**src/rtl/frontend_command_definition_pkg.sv**
```systemverilog
// Shared front-end command definitions: write serializer FSM states and the
// minimum effective write latency.
package frontend_command_definition_pkg;

  typedef enum logic [1:0] {
    IDLE,
    WAIT_WL,
    PREAMBLE,
    BURST
  } wr_ser_state_t;

  localparam int unsigned WR_WL_MIN = 2;

endpackage

```
**src/rtl/wdata_beat_shifter.sv**
```systemverilog
// Payload holding register: parallel load, shift right by one beat, low beat exposed.
module wdata_beat_shifter #(
  parameter int unsigned DATA_WIDTH = 1024,
  parameter int unsigned BEAT_WIDTH = 128
) (
  input  logic                  clk,
  input  logic                  rst,
  input  logic                  load,
  input  logic                  shift,
  input  logic [DATA_WIDTH-1:0] din,
  output logic [BEAT_WIDTH-1:0] beat
);

  logic [DATA_WIDTH-1:0] data;

  always_ff @(posedge clk or posedge rst) begin
    if (rst) begin
      data <= '0;
    end else if (load) begin
      data <= din;
    end else if (shift) begin
      data <= {BEAT_WIDTH'(0), data[DATA_WIDTH-1:BEAT_WIDTH]};
    end
  end

  assign beat = data[BEAT_WIDTH-1:0];

endmodule

```
**src/rtl/write_data_serializer.sv**
```systemverilog
// Pops one payload per accepted WRITE and serializes it as BURST_LEN beats after
// the write latency. Optional beat parity output under `WR_DQ_PARITY_EN.
module write_data_serializer
  import frontend_command_definition_pkg::*;
#(
  parameter int unsigned DATA_WIDTH = 1024,
  parameter int unsigned BEAT_WIDTH = 128,
  parameter int unsigned WL_WIDTH   = 5
) (
  input  logic                  i_clk,
  input  logic                  i_rst,
  input  logic [DATA_WIDTH-1:0] i_fifo_data,
  input  logic                  i_fifo_empty,
  output logic                  o_fifo_rd_en,
  input  logic                  i_wr_issue,
  input  logic [WL_WIDTH-1:0]   i_wl,
  output logic                  o_issue_ready,
  output logic [BEAT_WIDTH-1:0] o_dq,
  output logic                  o_dq_valid,
  output logic                  o_dqs_en,
  output logic                  o_last,
  output logic [1:0]            o_err
`ifdef WR_DQ_PARITY_EN
  ,
  output logic                  o_dq_par
`endif
);

  localparam int unsigned BURST_LEN  = DATA_WIDTH / BEAT_WIDTH;
  localparam int unsigned BEAT_CNT_W = (BURST_LEN > 1) ? $clog2(BURST_LEN) : 1;

  wr_ser_state_t         state;
  logic [WL_WIDTH-1:0]   wl_eff;
  logic [WL_WIDTH-1:0]   wl_cnt;
  logic [BEAT_CNT_W-1:0] beat_cnt;
  logic                  accept;
  logic [BEAT_WIDTH-1:0] beat;

  assign wl_eff       = (i_wl < WL_WIDTH'(WR_WL_MIN)) ? WL_WIDTH'(WR_WL_MIN) : i_wl;
  assign accept       = i_wr_issue && o_issue_ready;
  assign o_fifo_rd_en = accept && !i_fifo_empty;

  // Underflow still loads a zero payload so the burst keeps DRAM timing.
  wdata_beat_shifter #(
    .DATA_WIDTH(DATA_WIDTH),
    .BEAT_WIDTH(BEAT_WIDTH)
  ) u_shifter (
    .clk  (i_clk),
    .rst  (i_rst),
    .load (accept),
    .shift(state == BURST),
    .din  (i_fifo_empty ? '0 : i_fifo_data),
    .beat (beat)
  );

  always_ff @(posedge i_clk or posedge i_rst) begin
    if (i_rst) begin
      state         <= IDLE;
      wl_cnt        <= '0;
      beat_cnt      <= '0;
      o_issue_ready <= 1'b1;
      o_dq_valid    <= 1'b0;
      o_dqs_en      <= 1'b0;
      o_last        <= 1'b0;
      o_err         <= '0;
    end else begin
      if (accept && i_fifo_empty) o_err[0] <= 1'b1;
      if (i_wr_issue && !o_issue_ready) o_err[1] <= 1'b1;

      case (state)
        IDLE: begin
          if (accept) begin
            o_issue_ready <= 1'b0;
            wl_cnt        <= wl_eff - WL_WIDTH'(WR_WL_MIN);
            if (wl_eff == WL_WIDTH'(WR_WL_MIN)) begin
              state    <= PREAMBLE;
              o_dqs_en <= 1'b1;
            end else begin
              state <= WAIT_WL;
            end
          end
        end
        WAIT_WL: begin
          wl_cnt <= wl_cnt - WL_WIDTH'(1);
          if (wl_cnt == WL_WIDTH'(1)) begin
            state    <= PREAMBLE;
            o_dqs_en <= 1'b1;
          end
        end
        PREAMBLE: begin
          state      <= BURST;
          beat_cnt   <= '0;
          o_dq_valid <= 1'b1;
          o_last     <= (BURST_LEN == 1);
        end
        BURST: begin
          if (beat_cnt == BEAT_CNT_W'(BURST_LEN - 1)) begin
            state         <= IDLE;
            o_dq_valid    <= 1'b0;
            o_dqs_en      <= 1'b0;
            o_last        <= 1'b0;
            o_issue_ready <= 1'b1;
          end else begin
            beat_cnt <= beat_cnt + 1'b1;
            o_last   <= (beat_cnt == BEAT_CNT_W'(BURST_LEN - 2));
          end
        end
        default: state <= IDLE;
      endcase
    end
  end

  assign o_dq = o_dq_valid ? beat : '0;

`ifdef WR_DQ_PARITY_EN
  assign o_dq_par = o_dq_valid ? ^beat : 1'b0;
`endif

endmodule
```
**config.mk**
```make
export PLATFORM = sky130hd
export DESIGN_NAME = write_data_serializer
export DESIGN_NICKNAME = d
export VERILOG_FILES = /design/src/rtl/frontend_command_definition_pkg.sv /design/src/rtl/wdata_beat_shifter.sv /design/src/rtl/write_data_serializer.sv
export SDC_FILE = /design/constraint.sdc
export NUM_CORES = 2
export LEC_CHECK = 0
export CORE_AREA = 8 8 447 449
export DETAILED_ROUTE_END_ITERATION = 12
export DIE_AREA = 0 0 455 457
export GPL_TIMING_DRIVEN = 0
export PLACE_DENSITY = 0.46
export SLEW_MARGIN = 20
export SYNTH_ARGS = -nofsm -noshare
export SYNTH_HDL_FRONTEND = slang
export SYNTH_SLANG_ARGS = --single-unit
```
**constraint.sdc**
```tcl
create_clock -name i_clk -period 36.4 [get_ports i_clk]
set_input_delay 5.46 -clock i_clk [delete_from_list [all_inputs] [get_ports i_clk]]
set_output_delay 5.46 -clock i_clk [all_outputs]
set_load 0.02 [all_outputs]
```
==> impl_metrics.csv <==
group,metric,value,unit
placed_design,port_buffers,1167,
clocking,htreeDepth,4,
logic_synthesis,synth_seq_area_share,51.5,%
job,maxCapViolations,0,
floorplanning,start_util,26.2,%
floorplanning,row_count,162,
placed_design,dpl.cell_count,8262,
finish,instances_no_fill,8535,
floorplanning,die_area,208000,um^2
drt,via_per_inst,5.05,
drt,route.detailed.drc,0,
clocking,root_buffer,"clkbuf_16",
logic_synthesis,synth_top_area_cell,"dfrtp_1",
global_routing,grt_use_met1,32.3,%
global_routing,grt.total_usage,25.8,%
logic_synthesis,synth_compound_area_share,11.4,%
clocking,cts_sinks,1040,
global_routing,overflow,0,
clocking,cts_tree,"yes",
clocking,worstSkewPairLatency,0.81,ns
finish,fill_cells,19500,
global_routing,grtUsageMet2,43.3,%
finish,syn2layout_area_growth,40.0,%
logic_synthesis,yosys.area.top_type_share,51.4,%
drt,route.final.wire_length,278000,um
logic_synthesis,synthSimpleGateAreaFrac,15.2,%
hold_path,hold_class,"register to register",
timing,rsz0062_at_grt,"no",
floorplanning,core,193000,um^2
global_routing,grt_max_degree,97,
placed_design,dp_hpwl,228000,um
clocking,cts_buffers,134,
logic_synthesis,synth_warnings,0,
critical_path,crit_path_start_kind,"input pin",
global_routing,grt_first_pass_wirelength,378000,um
timing,maxSlewViolCount,0,
drt,via_count,43100,
global_routing,top_usage_layer,"met2",
logic_synthesis,synthesis.instances,4515,
timing,min_period,13.37,ns
placed_design,place_congestion,0.926,
floorplanning,io_pins,1168,
critical_path,cp-end-kind,"primary output",
timing,worstMarginPinSlew,1.17,ns
timing,tns,0,ns
floorplanning,die_w,455,um
clocking,cts_resized,0,
drt,drt-initial-drc-count,3313,
critical_path,critical_path_arrival,7.91,ns
global_routing,use_met3,6.77,%
timing,max_slew_margin,21.8,%
clocking,holdBufCountCts,0,
critical_path,critical_path_class,"input pin to primary output",
logic_synthesis,synth.area.mux_share,17.8,%
logic_synthesis,synth_xor_area_share,0.0346,%
critical_path,worstPathRequired,30.94,ns
power,leakage,28.6,nW
clocking,cts_setup_buffers,0,
logic_synthesis,ys_ff_latch,1040,
drt,ant_nets,0,
logic_synthesis,synthAdderAreaFrac,0.247,%
timing,hold_viol_final,0,
floorplanning,die_height,457,um
outcome,status,"finished clean",
drt,post_drt_wl_per_cell,32.6,um
timing,setup_viol,0,
timing,min_period_over_period,36.7,%
global_routing,grt_pass1_vias,44900,
logic_synthesis,synth_top_family_by_area,"multiplexers",
power,worst_ir_drop_vdd,0.0358,mV
finish,drive_gt1_share,6.82,%
logic_synthesis,syn-num-nets,5558,
logic_synthesis,syn_avg_cell_area,11.2,um^2
global_routing,antenna_found_initial,202,
power,pwr_density_cell,63.5,nW/um^2
logic_synthesis,yosys-top-cells-area,"dfrtp_1, mux2i_1, nand3b_1",
logic_synthesis,yosysUniqueCellTypes,39,
logic_synthesis,syn-cell-area,50600,um^2
clocking,path_clk_slew,0.06,ns
finish,finalNetCount,6899,
drt,dr.pass1.iters,6,
power,power.total,4.49,mW
timing,skew,0.0290,ns
timing,max_freq,74.8,MHz
critical_path,path_max_fanout,10,
clocking,clock_path_buffers,3,
-- cell usage in the layout (no fill, tap or decap), drive strengths merged, types with 3 or more instances in the layout --
cell type,netlist,layout
nand3b,897,897
clkdlybuf4s50,0,1167
nor3,4,4
a21oi,5,5
nor2,8,8
o31ai,3,3
buf,189,227
mux2i,898,898
clkbuf,255,445
dfrtp,1039,1039
or3,3,3
a22o,130,130
clkinv,0,24
inv,13,16
diode,0,53
o21ai,901,901
nand2,9,9
and2,130,130
ha,10,10
-- report_power, final --
part | internal, mW | switching (mW) | leakage (nW)
sequential | 1.50 | 0.240 | 14.3
combinational | 0.679 | 0.775 | 12.3
clock | 0.746 | 0.557 | 2.05
total | 2.92 | 1.57 | 28.6
-- cells by family after synthesis --
group	count (synthesis)
simple gates	1056
compound gates	1051
flops	1040
mux	899
buf+inv	457
fa+ha+maj	10
xor+xnor	2
-- per-stage QoR --
stage                     area, um^2  hold WS (ns)  util [%]  worst slack (ns)
after global placement         65400         0.441      33.9            -14.70
final                          70800         0.463      36.7             23.03
after detailed placement       66500         0.450      34.4             23.01
after floorplan                50600         0.473         -              1.67
after global routing           70700         0.472      36.6             22.95
after CTS                      70700         0.464      36.6             23.00
-- cell type report --
type                    instances  area (um^2)  area share [%]
flip-flops and latches       1040        26000            36.8
diodes                         53          133           0.187
clock buffers                 190         3820            5.39
inverters                      13         56.3          0.0795
well taps                    2542         3180            4.49
clock inverters                30          365           0.516
multi-input cells            3018        22600            32.0
repair buffers               1205        12700            17.9
plain buffers                 444         1920            2.71
-- state kept, by name (all words and copies together), names as in the netlist --
register        flops
o_last              1
o_dq_valid          1
o_dqs_en            1
o_err               2
wl_cnt              5
o_issue_ready       1
u_shifter.data   1024
state               2
beat_cnt            3
-- critical path, cell delays in order --
cell	delay (ns)
clkdlybuf4s50_1	0.70
nand2_1	0.12
nor2_1	0.18
clkbuf_1	0.59
clkdlybuf4s50_1	0.84
-- final timing paths --
check | start | to | slack (ns) | depth (start not counted)
worst max-delay path | i_wr_issue | o_fifo_rd_en | 23.03 | 5
worst min-delay path | o_err[1] | o_err[1] | 0.46 | 1
worst max register to register | o_issue_ready | u_shifter.data[62] | 32.73 | 8
worst min register to register | o_err[1] | o_err[1] | 0.46 | 1
max in group asynchronous | i_rst | u_shifter.data[373] | 28.97 | 6
min in group asynchronous | i_rst | u_shifter.data[64] | 5.12 | 2
-- metal layers --
layer / share of wire (%) / vias to the layer above
met1: 42 / 21700
met5: 0.17 / -
met3: 6.8 / 490
met4: 3.2 / 74
met2: 48 / 1557
li1: - / 19200
-- Yosys cell counts (all sizes together) --
library cell  count
dfrtp          1039
o21ai           901
mux2i           898
nand3b          897
clkbuf          255
buf             189
a22o            130
and2            130
inv              13
ha               10
nand2             9
nor2              8
a21oi             5
nor3              4
o31ai             3
or3               3
a21o              2
a31oi             2
o211ai            2
o22a              2
a221o             1
a222oi            1
dfstp             1
mux2              1
nand3             1
nand4             1
nor2b             1
o22ai             1
o2bb2ai           1
or4               1
or4b              1
xnor2             1
xor2              1
Note: power is estimated with default switching activity, not from simulation.
